### src/rtl/uart_rx_frame.sv
// UART receive frame engine: oversampled start detect, 2-of-3 majority bit
// sampling, LSB-first deserialization, optional parity check and stop check.
// Optional build macro RX_SYNC_EN: adds a 2-flop input synchronizer on RX_IN
// (reset value 1), which delays all frame timing by two cycles.
module uart_rx_frame #(
  parameter int unsigned DATA_WIDTH = 8,
  parameter int unsigned PRESC_W    = 6
) (
  input  logic                  clk,
  input  logic                  rst,
  input  logic                  RX_IN,
  input  logic                  PAR_EN,
  input  logic                  PAR_TYP,
  input  logic [PRESC_W-1:0]    Prescale,
  output logic [DATA_WIDTH-1:0] P_DATA,
  output logic                  data_valid,
  output logic                  par_err,
  output logic                  stp_err,
  output logic                  busy
);

  localparam int unsigned BIT_CNT_W = $clog2(DATA_WIDTH + 1);

  typedef enum logic [2:0] {
    S_IDLE,
    S_START,
    S_DATA,
    S_PARITY,
    S_STOP
  } state_e;

  logic rx;

`ifdef RX_SYNC_EN
  logic [1:0] sync_q, sync_d;

  // Two-stage synchronizer shift
  always_comb begin
    sync_d = {sync_q[0], RX_IN};
  end

  // Synchronizer flops idle high so reset never looks like a start bit
  always_ff @(posedge clk or posedge rst) begin
    if (rst) sync_q <= 2'b11;
    else     sync_q <= sync_d;
  end

  assign rx = sync_q[1];
`else
  assign rx = RX_IN;
`endif

  state_e                 state_q, state_d;
  logic [PRESC_W-1:0]     edge_cnt_q, edge_cnt_d;
  logic [BIT_CNT_W-1:0]   bit_cnt_q, bit_cnt_d;
  logic [PRESC_W-1:0]     presc_q, presc_d;
  logic                   par_en_q, par_en_d;
  logic                   par_typ_q, par_typ_d;
  logic                   samp_a_q, samp_a_d;
  logic                   samp_b_q, samp_b_d;
  logic                   bit_val_q, bit_val_d;
  logic [DATA_WIDTH-1:0]  shift_q, shift_d;
  logic [DATA_WIDTH-1:0]  p_data_q, p_data_d;
  logic                   data_valid_q, data_valid_d;
  logic                   par_err_q, par_err_d;
  logic                   stp_err_q, stp_err_d;
  logic                   busy_q, busy_d;

  logic [PRESC_W-1:0]     half;
  logic                   last_edge;
  logic                   exp_par;

  assign half      = {1'b0, presc_q[PRESC_W-1:1]};
  assign last_edge = (edge_cnt_q == presc_q - PRESC_W'(1));
  assign exp_par   = par_typ_q ? ~^shift_q : ^shift_q;

  // Next-state, counters, sampling and output strobes
  always_comb begin
    state_d      = state_q;
    edge_cnt_d   = edge_cnt_q + PRESC_W'(1);
    bit_cnt_d    = bit_cnt_q;
    presc_d      = presc_q;
    par_en_d     = par_en_q;
    par_typ_d    = par_typ_q;
    samp_a_d     = samp_a_q;
    samp_b_d     = samp_b_q;
    bit_val_d    = bit_val_q;
    shift_d      = shift_q;
    p_data_d     = p_data_q;
    data_valid_d = 1'b0;
    par_err_d    = par_err_q;
    stp_err_d    = stp_err_q;

    // Three mid-bit samples; majority is registered right after the third
    if (state_q != S_IDLE) begin
      if (edge_cnt_q == half - PRESC_W'(1)) samp_a_d = rx;
      if (edge_cnt_q == half)               samp_b_d = rx;
      if (edge_cnt_q == half + PRESC_W'(1)) begin
        bit_val_d = (samp_a_q & samp_b_q) | (samp_a_q & rx) | (samp_b_q & rx);
      end
    end

    case (state_q)
      S_IDLE: begin
        edge_cnt_d = '0;
        bit_cnt_d  = '0;
        if (!rx) begin
          // The detect cycle itself is edge 0 of the start bit
          state_d    = S_START;
          edge_cnt_d = PRESC_W'(1);
          presc_d    = Prescale;
          par_en_d   = PAR_EN;
          par_typ_d  = PAR_TYP;
          par_err_d  = 1'b0;
          stp_err_d  = 1'b0;
        end
      end

      S_START: begin
        if (last_edge) begin
          edge_cnt_d = '0;
          bit_cnt_d  = '0;
          state_d    = bit_val_q ? S_IDLE : S_DATA;
        end
      end

      S_DATA: begin
        if (last_edge) begin
          edge_cnt_d                = '0;
          shift_d                   = shift_q >> 1;
          shift_d[DATA_WIDTH-1]     = bit_val_q;
          if (bit_cnt_q == BIT_CNT_W'(DATA_WIDTH - 1)) begin
            bit_cnt_d = '0;
            state_d   = par_en_q ? S_PARITY : S_STOP;
          end else begin
            bit_cnt_d = bit_cnt_q + BIT_CNT_W'(1);
          end
        end
      end

      S_PARITY: begin
        if (last_edge) begin
          edge_cnt_d = '0;
          state_d    = S_STOP;
          if (bit_val_q != exp_par) par_err_d = 1'b1;
        end
      end

      S_STOP: begin
        if (last_edge) begin
          edge_cnt_d = '0;
          state_d    = S_IDLE;
          if (!bit_val_q) begin
            stp_err_d = 1'b1;
          end else if (!par_err_q) begin
            p_data_d     = shift_q;
            data_valid_d = 1'b1;
          end
        end
      end

      default: begin
        state_d    = S_IDLE;
        edge_cnt_d = '0;
        bit_cnt_d  = '0;
      end
    endcase

    busy_d = (state_d != S_IDLE);
  end

  // State and datapath registers
  always_ff @(posedge clk or posedge rst) begin
    if (rst) begin
      state_q      <= S_IDLE;
      edge_cnt_q   <= '0;
      bit_cnt_q    <= '0;
      presc_q      <= '0;
      par_en_q     <= 1'b0;
      par_typ_q    <= 1'b0;
      samp_a_q     <= 1'b1;
      samp_b_q     <= 1'b1;
      bit_val_q    <= 1'b1;
      shift_q      <= '0;
      p_data_q     <= '0;
      data_valid_q <= 1'b0;
      par_err_q    <= 1'b0;
      stp_err_q    <= 1'b0;
      busy_q       <= 1'b0;
    end else begin
      state_q      <= state_d;
      edge_cnt_q   <= edge_cnt_d;
      bit_cnt_q    <= bit_cnt_d;
      presc_q      <= presc_d;
      par_en_q     <= par_en_d;
      par_typ_q    <= par_typ_d;
      samp_a_q     <= samp_a_d;
      samp_b_q     <= samp_b_d;
      bit_val_q    <= bit_val_d;
      shift_q      <= shift_d;
      p_data_q     <= p_data_d;
      data_valid_q <= data_valid_d;
      par_err_q    <= par_err_d;
      stp_err_q    <= stp_err_d;
      busy_q       <= busy_d;
    end
  end

  assign P_DATA     = p_data_q;
  assign data_valid = data_valid_q;
  assign par_err    = par_err_q;
  assign stp_err    = stp_err_q;
  assign busy       = busy_q;

endmodule

### config.mk
export PLATFORM = sky130hd
export DESIGN_NAME = uart_rx_frame
export DESIGN_NICKNAME = d
export VERILOG_FILES = /design/src/rtl/uart_rx_frame.sv
export SDC_FILE = /design/constraint.sdc
export NUM_CORES = 1
export LEC_CHECK = 0
export CORE_ASPECT_RATIO = 0.75
export CORE_MARGIN = 2
export CORE_UTILIZATION = 35
export DETAILED_ROUTE_END_ITERATION = 16
export GPL_ROUTABILITY_DRIVEN = 0
export PLACE_DENSITY = 0.51
export SLEW_MARGIN = 20
export SYNTH_ARGS = -nofsm -noshare
export SYNTH_HDL_FRONTEND = slang
export SYNTH_SLANG_ARGS = --single-unit
### constraint.sdc
create_clock -name clk -period 4 [get_ports clk]
set_input_delay 0.6 -clock clk [delete_from_list [all_inputs] [get_ports clk]]
set_output_delay 0.6 -clock clk [all_outputs]
set_load 0.01 [all_outputs]
==> summary.txt, run 1 <==
Power and ir drop
  • Net Sw Power: 0.0007546 W
  • Pint: 0.001055 W
  • Final Power: 0.001810 W
  • Switching Share: 41.70%
  • Clk pwr share: 15.0%
  • Static leakage: 1.195 nW
  • Reg power frac: 40.4%
  • Combinational cell fraction of total power: 44.6%
  • Largest vdd supply drop: 0.3000 mV
  • Cell area power density: 648.0 mW/mm^2

Drt
  • Post-detailed-route DRC marker count: 0
  • First DRT Iteration DRCs: 99
  • Count of nets left with antenna violations after detail routing: 0
  • Vias: 1,666
  • Number of search-and-repair iterations in the first detailed-routing pass: 4
  • Drt total wl: 4768 um
  • Mean number of vias per cell: 5.158
  • Per-cell routed wire length: 14.76 um

Global route
  • Overall track demand over capacity in global routing: 13.88%
  • Vias in the first global route: 1,667
  • Total global routing overflow: 0
  • Initial antenna violation count: 0
  • Global-route wire length before repair: 8369 um
  • Largest net degree at the start of global routing: 45

Die
  • Die Span Y: 76.33 um
  • Die area: 0.007666 mm^2
  • Site Rows: 26
  • Die span in x: 100.4 um
  • Core Box Area: 0.006766 mm^2
  • Top-Level Pins: 23
  • Initial standard-cell utilization of the core: 36.08%

Synth
  • Mean post-synth cell area: 11.05 um^2
  • Post-synth EDFFs: 0
  • Number of instances in the synthesized netlist: 221
  • Post-synthesis share of cell area spent on and, or, nand and nor gates: 14.10%
  • Dominant register cell in the synthesized netlist: sky130_fd_sc_hd__dfrtp_1
  • YS warnings: 0
  • Synthesized-area fraction occupied by ao, oa, aoi and oai cells: 8.970%
  • Most instantiated library cell after synthesis: sky130_fd_sc_hd__dfrtp_1
  • Dominant cell type by area after synthesis: sky130_fd_sc_hd__dfrtp_1
  • Mux contribution to synthesized area: 12.87%
  • Most frequent cells after synthesis: 41 x sky130_fd_sc_hd__dfrtp_1, 27 x sky130_fd_sc_hd__mux2_2, 21 x sky130_fd_sc_hd__xnor2_1, 15 x sky130_fd_sc_hd__nand2_1, 15 x sky130_fd_sc_hd__nor2_1
  • Syn Nets: 238
  • Part of the Yosys area used for sequential elements: 45.26%
  • Dominant combinational cell family by area after synthesis: simple AND/OR/NAND/NOR gates
  • Summed instance area of the synthesized netlist: 0.002441 mm^2
  • Count of unique library cells instantiated by Yosys: 46
  • Flip-flop and latch count after synthesis: 44
  • Synth Area in XOR/XNOR: 11.84%
  • Dominant cells by area after synthesis: sky130_fd_sc_hd__dfrtp_1 42%, sky130_fd_sc_hd__mux2_2 12%, sky130_fd_sc_hd__xnor2_1 7.5%
  • Fraction of synthesized cell area taken by the top area cell type: 42.03%
  • Fraction of synthesis flops using an asynchronous set or reset pin: 100.0%
  • Fraction of the mapped netlist area in adder cells: 3.485%

Setup path
  • Crit-path cells: inv_1, ha_1, a31oi_1, o221ai_4, nor2_4, and4b_1, mux2_2
  • Critical setup path kind: flip-flop to flip-flop
  • Data required time at the worst endpoint: 4.18 ns
  • R2R Path Start: presc_q[2]
  • Kind of end point of the critical path: flip-flop
  • Crit path launch: presc_q[2]
  • Arr. time, crit path: 2.87 ns
  • Largest stage delay on the critical path: 0.53 ns
  • Worst Setup Start Kind: flip-flop
  • Highest net fanout along the worst path: 10
  • Cell with the biggest individual delay on the critical path: sky130_fd_sc_hd__dfrtp_1

Timing
  • Fmax: 371.6 MHz
  • RSZ-0062 raised after global routing: no
  • Max Transition Viols Final: 0
  • Setup tns final: 0 ns
  • Final critical delay including setup and external delays: 2.691 ns
  • Final number of hold-violating endpoints: 0
  • Setup violations, final: 0
  • Worst clock skew: 0.005334 ns
  • Headroom to the max-slew limit: 38.78%
  • Slew of the pin with the lowest slew margin: 0.9170 ns
  • Period utilization: 67.27%

Run status
  • Result of the run: finished clean

Clock tree
  • Clk Tree Root Cell: sky130_fd_sc_hd__clkbuf_8
  • Clock transition at path regs: 0.08 ns
  • Resize count post-CTS: 0
  • Sinks on the clock net: 44
  • Latest clock arrival within the worst-skew pair: 0.29 ns
  • Hold_buf cts: 0
  • Number of buffers on the longest clock path: 2
  • Num CTS Buffers: 5
  • Clock tree from TritonCTS: built
  • CTS HTree Levels: 2
  • Number of buffers inserted by post-CTS setup repair: 0

Worst hold path
  • Classification of the worst-slack hold path: flip-flop to flip-flop
  • Critical hold path startpoint: P_DATA[3]

Layout
  • Multi-input gate area: 0.001251 mm^2
  • Fraction of layout cells with a size suffix above 1: 19.67%
  • Diodes inserted: 0
  • Layout Nets: 256
  • Number of fill cells in the layout: 686
  • Footprint of the flip-flops and latches: 0.001105 mm^2
  • P&R area growth vs syn: 14.40%

Flow run
  • MaxCap Viol Count: 0

Placed design
  • Half-perimeter wire length after detailed placement: 3469 um
  • Number of buffers added on ports: 22
==> cells in the final DEF, fill, tap and decap left out, types with 2 or more instances in the layout <==
| cell type | n |
|---|---|
| sky130_fd_sc_hd__o211ai_1 | 3 |
| sky130_fd_sc_hd__mux2_2 | 27 |
| sky130_fd_sc_hd__nor4_1 | 3 |
| sky130_fd_sc_hd__nand4_1 | 3 |
| sky130_fd_sc_hd__o21ai_0 | 2 |
| sky130_fd_sc_hd__and3_1 | 3 |
| sky130_fd_sc_hd__clkdlybuf4s50_1 | 22 |
| sky130_fd_sc_hd__nor3_1 | 8 |
| sky130_fd_sc_hd__dfrtp_1 | 41 |
| sky130_fd_sc_hd__clkbuf_8 | 5 |
| sky130_fd_sc_hd__nand2_1 | 15 |
| sky130_fd_sc_hd__a21oi_1 | 2 |
| sky130_fd_sc_hd__a31oi_1 | 3 |
| sky130_fd_sc_hd__nor2_1 | 15 |
| sky130_fd_sc_hd__inv_1 | 7 |
| sky130_fd_sc_hd__xor2_1 | 12 |
| sky130_fd_sc_hd__xnor2_1 | 21 |
| sky130_fd_sc_hd__ha_1 | 6 |
| sky130_fd_sc_hd__nand3_1 | 6 |
| sky130_fd_sc_hd__o22ai_1 | 2 |
| sky130_fd_sc_hd__dfstp_2 | 3 |
| sky130_fd_sc_hd__a22o_1 | 4 |
| sky130_fd_sc_hd__o31ai_1 | 2 |
==> cell type report <==
type / count / area share [%]
clock buffers: 5 / 2.464
clock inverters: 2 / 0.4480
inverters: 8 / 1.075
multi-input cells: 158 / 44.80
flip-flops and latches: 44 / 39.56
well taps: 84 / 3.763
repair buffers: 22 / 7.885
==> registers in the layout, summed over array words and instances (netlist names), 3 cells and up <==
register,cells
P_DATA,8
shift_q,8
edge_cnt_q,6
presc_q,6
bit_cnt_q,4
state_q,3
==> power by group through the flow <==
| stage | clock (W) | combinational, W | sequential (W) |
|---|---|---|---|
| 2_1_floorplan | 0 | 0.000742 | 0.000636 |
| 4_1_cts | 0.000283 | 0.000813 | 0.000731 |
| 6_report | 0.000272 | 0.000807 | 0.000731 |
| 3_5_place_dp | 0 | 0.000811 | 0.000740 |
| 3_3_place_gp | 0 | 0.000801 | 0.000740 |
| 5_1_grt | 0.000303 | 0.000910 | 0.000758 |
==> layer usage <==
layer / wire length (um) / track usage [%]
met1: 2598 / 22.30
met2: 1895 / 17.85
met3: 199 / 3.119
met4: 75 / 4.932
met5: 0 / 0
==> through the flow <==
stage | instance area [um^2] | std cells | hold slack (ns) | setup slack, ns | util (%)
after global routing | 2793 | 323 | 0.5358 | 1.135 | 41.27
final | 2793 | 323 | 0.5102 | 1.309 | 41.27
after detailed placement | 2711 | 316 | 0.4958 | 1.312 | 40.07
after floorplan | 2441 | 221 | 0.5009 | 1.694 | -
after global placement | 2711 | 316 | 0.4920 | 1.375 | 40.07
after CTS | 2793 | 323 | 0.5159 | 1.298 | 41.27
==> worst paths after layout <==
kind,to,slack (ns),depth (start not counted)
worst min-delay path,P_DATA[3],0.51,1
worst max register to register,P_DATA[4],1.31,7
worst min register to register,P_DATA[3],0.51,1
min in group asynchronous,presc_q[4],0.82,2
max in group asynchronous,state_q[0],2.61,2
worst max-delay path,P_DATA[4],1.31,7
==> worst max-delay path: cells and delay by family (launching register included) <==
family | cells | cell delay (ns)
AND/OR/NAND/NOR | 2 | 0.75
flip-flops | 1 | 0.53
AO/OA/AOI/OAI | 2 | 0.50
multiplexers | 1 | 0.38
adder cells (fa/ha/maj) | 1 | 0.27
buffers and inverters | 1 | 0.13
==> logic make-up (layout without fill, tap and decap cells) <==
family                   Yosys count  count (layout)
buffers and inverters             19              37
flip-flops                        44              44
XOR/XNOR                          33              33
adder cells (fa/ha/maj)            7               7
multiplexers                      28              28
AO/OA/AOI/OAI                     26              26
AND/OR/NAND/NOR                   64              64
No activity file was read; power rests on OpenSTA's default activity.
==> run 2, diff against run 1 <==
==> constraint.sdc (replaced) <==
create_clock -name clk -period 2.5 [get_ports clk]
set_input_delay 0.375 -clock clk [delete_from_list [all_inputs] [get_ports clk]]
set_output_delay 0.375 -clock clk [all_outputs]
set_load 0.01 [all_outputs]
==> run 2 against run 1 <==
Wire length rose by 3.0%. Combinational power grew 77%. Sequential cell count stayed put. Final cell count grew 3.1%. Power grew 72%. Largest power group unchanged. Register-to-register slack got worse by 1.1 ns. Sequential power is 52% higher. Global-route usage is 0.17 points higher. Fmax increased by 18%. Hold slack better by 0.0019 ns. Die area unchanged. Critical path type unchanged. Non-clock buffer count increased by 9.
==> summary.txt, run 2 (synthesis gave the netlist of run 1 again) <==
Drt
  • Count of nets left with antenna violations after detail routing: 0 (unchanged)
  • Number of search-and-repair iterations in the first detailed-routing pass: 4 (unchanged)
  • Per-cell routed wire length: 14.74 um (-0.13%)
  • Vias: 1,702 (+2.2%)
  • Mean number of vias per cell: 5.111 (-0.91%)
  • First DRT Iteration DRCs: 94 (-5.1%)
  • Post-detailed-route DRC marker count: 0 (unchanged)
  • Drt total wl: 4909 um (+3.0%)

Placed design
  • Half-perimeter wire length after detailed placement: 3625 um (+4.5%)
  • Number of buffers added on ports: 22 (unchanged)
  • Post-placement worst setup slack: 0.2268 ns (-1.085 ns)
  • Placed instance count: 325 (+2.8%)

Global route
  • Overall track demand over capacity in global routing: 14.06% (+0.17 points)
  • Largest net degree at the start of global routing: 45 (unchanged)
  • Total global routing overflow: 0 (unchanged)
  • Global-route wire length before repair: 8507 um (+1.6%)
  • Initial antenna violation count: 0 (unchanged)
  • Vias in the first global route: 1,710 (+2.6%)

Die
  • Top-Level Pins: 23 (unchanged)
  • Die Span Y: 76.33 um (unchanged)
  • Die area: 0.007666 mm^2 (unchanged)
  • Site Rows: 26 (unchanged)
  • Core Box Area: 0.006766 mm^2 (unchanged)
  • Die span in x: 100.4 um (unchanged)
  • Initial standard-cell utilization of the core: 36.08% (unchanged)

Timing
  • Worst clock skew: 0.007889 ns (+0.002556 ns)
  • RSZ-0062 raised after global routing: no
  • Min setup slack post-route: 0.2239 ns (-1.085 ns)
  • Setup violations, final: 0 (unchanged)
  • Final number of hold-violating endpoints: 0 (unchanged)
  • Period utilization: 91.04% (+24 points)
  • Fmax: 439.3 MHz (+18%)
  • Headroom to the max-slew limit: 62.21% (+23 points)
  • Setup tns final: 0 ns (unchanged)
  • Final critical delay including setup and external delays: 2.276 ns (-0.4148 ns)
  • Slew of the pin with the lowest slew margin: 0.5668 ns (-0.3501 ns)
  • Max Transition Viols Final: 0 (unchanged)

Setup path
  • Worst-case register-to-register setup slack: 0.22 ns (-1.09 ns)
  • Crit path buf inv count: 2 (+1)
  • Worst Setup Start Kind: flip-flop
  • Highest net fanout along the worst path: 10 (unchanged)
  • Arr. time, crit path: 2.46 ns (-0.41 ns)
  • Number of logic stages on the critical path including buffering: 9 (+2)
  • Family of cells with the greatest summed delay on the critical path: compound AO/OA/AOI/OAI gates
  • R2R Path Start: presc_q[1]
  • Setup crit end: bit_cnt_q[2]
  • Cell with the biggest individual delay on the critical path: sky130_fd_sc_hd__a31oi_2
  • Crit path launch: presc_q[1]
  • Critical setup path kind: flip-flop to flip-flop
  • Worst flop-to-flop path endpoint: bit_cnt_q[2]
  • Depth of the most critical reg-to-reg path: 9 (+2)
  • Data required time at the worst endpoint: 2.68 ns (-1.50 ns)
  • Kind of end point of the critical path: flip-flop
  • Largest stage delay on the critical path: 0.45 ns (-0.08 ns)
  • Crit-path cells: inv_1, ha_1, xor2_1, nand2b_1, a31oi_2, nor4_4, buf_4, and3b_2, a221o_2

Power and ir drop
  • Final Power: 0.003118 W (+72%)
  • Largest vdd supply drop: 0.4859 mV (+62%)
  • Static leakage: 1.262 nW (+5.6%)
  • Cell area power density: 1075 mW/mm^2 (+66%)

Clock tree
  • Clock tree from TritonCTS: built
  • Number of buffers inserted by post-CTS setup repair: 0 (unchanged)
  • Number of buffers on the longest clock path: 2 (unchanged)
  • Hold_buf cts: 0 (unchanged)
  • Clk Tree Root Cell: sky130_fd_sc_hd__clkbuf_8
  • Num CTS Buffers: 5 (unchanged)
  • CTS HTree Levels: 2 (unchanged)
  • Latest clock arrival within the worst-skew pair: 0.30 ns (about the same)
  • Sinks on the clock net: 44 (unchanged)
  • Clock transition at path regs: 0.08 ns (about the same)
  • Resize count post-CTS: 0 (unchanged)

Layout
  • Layout Nets: 265 (+3.5%)
  • Most common cell after layout, fill and taps aside: sky130_fd_sc_hd__dfrtp_1
  • Fraction of layout cells with a size suffix above 1: 22.89% (+3.2 points)
  • Final cell count without fillers: 333 (+3.1%)
  • P&R area growth vs syn: 18.81%
  • Number of fill cells in the layout: 677 (-1.3%)
  • Diodes inserted: 0 (unchanged)
  • Commonest non-fill, non-tap cells in the layout: 41 x sky130_fd_sc_hd__dfrtp_1, 27 x sky130_fd_sc_hd__mux2_2, 22 x sky130_fd_sc_hd__clkdlybuf4s50_1

Worst hold path
  • Classification of the worst-slack hold path: flip-flop to flip-flop

Flow run
  • MaxCap Viol Count: 0 (unchanged)

Run status
  • Result of the run: finished clean
## run 2: cell count changes in the layout (fill, tap and decap cells not counted)
| cell | before | now |
|---|---|---|
| sky130_fd_sc_hd__buf_4 | 0 | 9 |
| sky130_fd_sc_hd__bufinv_16 | 0 | 1 |
| sky130_fd_sc_hd__clkbuf_8 | 5 | 6 |
| sky130_fd_sc_hd__clkinv_2 | 1 | 0 |
| sky130_fd_sc_hd__clkinv_4 | 0 | 1 |
| sky130_fd_sc_hd__clkinvlp_4 | 1 | 0 |
## run 2: through the flow
stage | hold WS (ns) | util [%] | cell area, um^2
after global routing | 0.5393 | 42.86 | 2900
final | 0.5121 | 42.86 | 2900
after floorplan | 0.5009 | - | 2441
after detailed placement | 0.4914 | 41.07 | 2779
after global placement | 0.4912 | 41.07 | 2779
after CTS | 0.5182 | 42.86 | 2900
## run 2: where the power goes
part	total (W)	switching (W)	internal [W]
Combinational	0.00143	0.000755	0.000676
Clock	0.000577	0.000250	0.000327
Sequential	0.00111	0.000220	0.000888
Total	0.00312	0.00123	0.00189
## run 2: area by class of cell
cell class,instances,area (um^2),area share [%]
clock buffers,6,82.58,2.847
flip-flops and latches,44,1105,38.09
clock inverters,2,38.79,1.337
multi-input cells,158,1251,43.14
inverters,8,30.03,1.035
repair buffers,31,287.8,9.922
well taps,84,105.1,3.624
## run 2: how the worst min path moves through the flow
stage / start / endpoint / slack (ns) / cells after the start
global placement: P_DATA[3] / P_DATA[3] / 0.49 / 1
global route: P_DATA[2] / P_DATA[2] / 0.54 / 1
detailed placement: stp_err / stp_err / 0.49 / 2
CTS: P_DATA[2] / P_DATA[2] / 0.52 / 1
finish: stp_err / stp_err / 0.51 / 2
floorplan: par_typ_q / par_typ_q / 0.50 / 1
## run 2: per-layer routing
metal | vias to the layer above | GRT usage [%] | part of all wire (%)
met5 | - | 0 | 0
met4 | 0 | 4.110 | 1.2
met3 | 7 | 3.394 | 3.6
met2 | 32 | 18.46 | 39
met1 | 831 | 22.43 | 56
li1 | 832 | - | -
## run 2: worst min-delay path, cell delays in order, from the launching register on
cell                      delay (ns)
sky130_fd_sc_hd__dfrtp_1        0.37
sky130_fd_sc_hd__nand2_1        0.05
sky130_fd_sc_hd__o21ai_0        0.06
==> run 3, diff against run 2 <==
--- a/config.mk
+++ b/config.mk
@@ -11,7 +11,8 @@
 export DETAILED_ROUTE_END_ITERATION = 16
 export GPL_ROUTABILITY_DRIVEN = 0
 export PLACE_DENSITY = 0.51
-export SLEW_MARGIN = 20
+export SETUP_SLACK_MARGIN = 0.05
+export SLEW_MARGIN = 10
 export SYNTH_ARGS = -nofsm -noshare
 export SYNTH_HDL_FRONTEND = slang
 export SYNTH_SLANG_ARGS = --single-unit
==> results of run 3 <==
No change in the layout: final DEF, timing and power equal those of run 2.
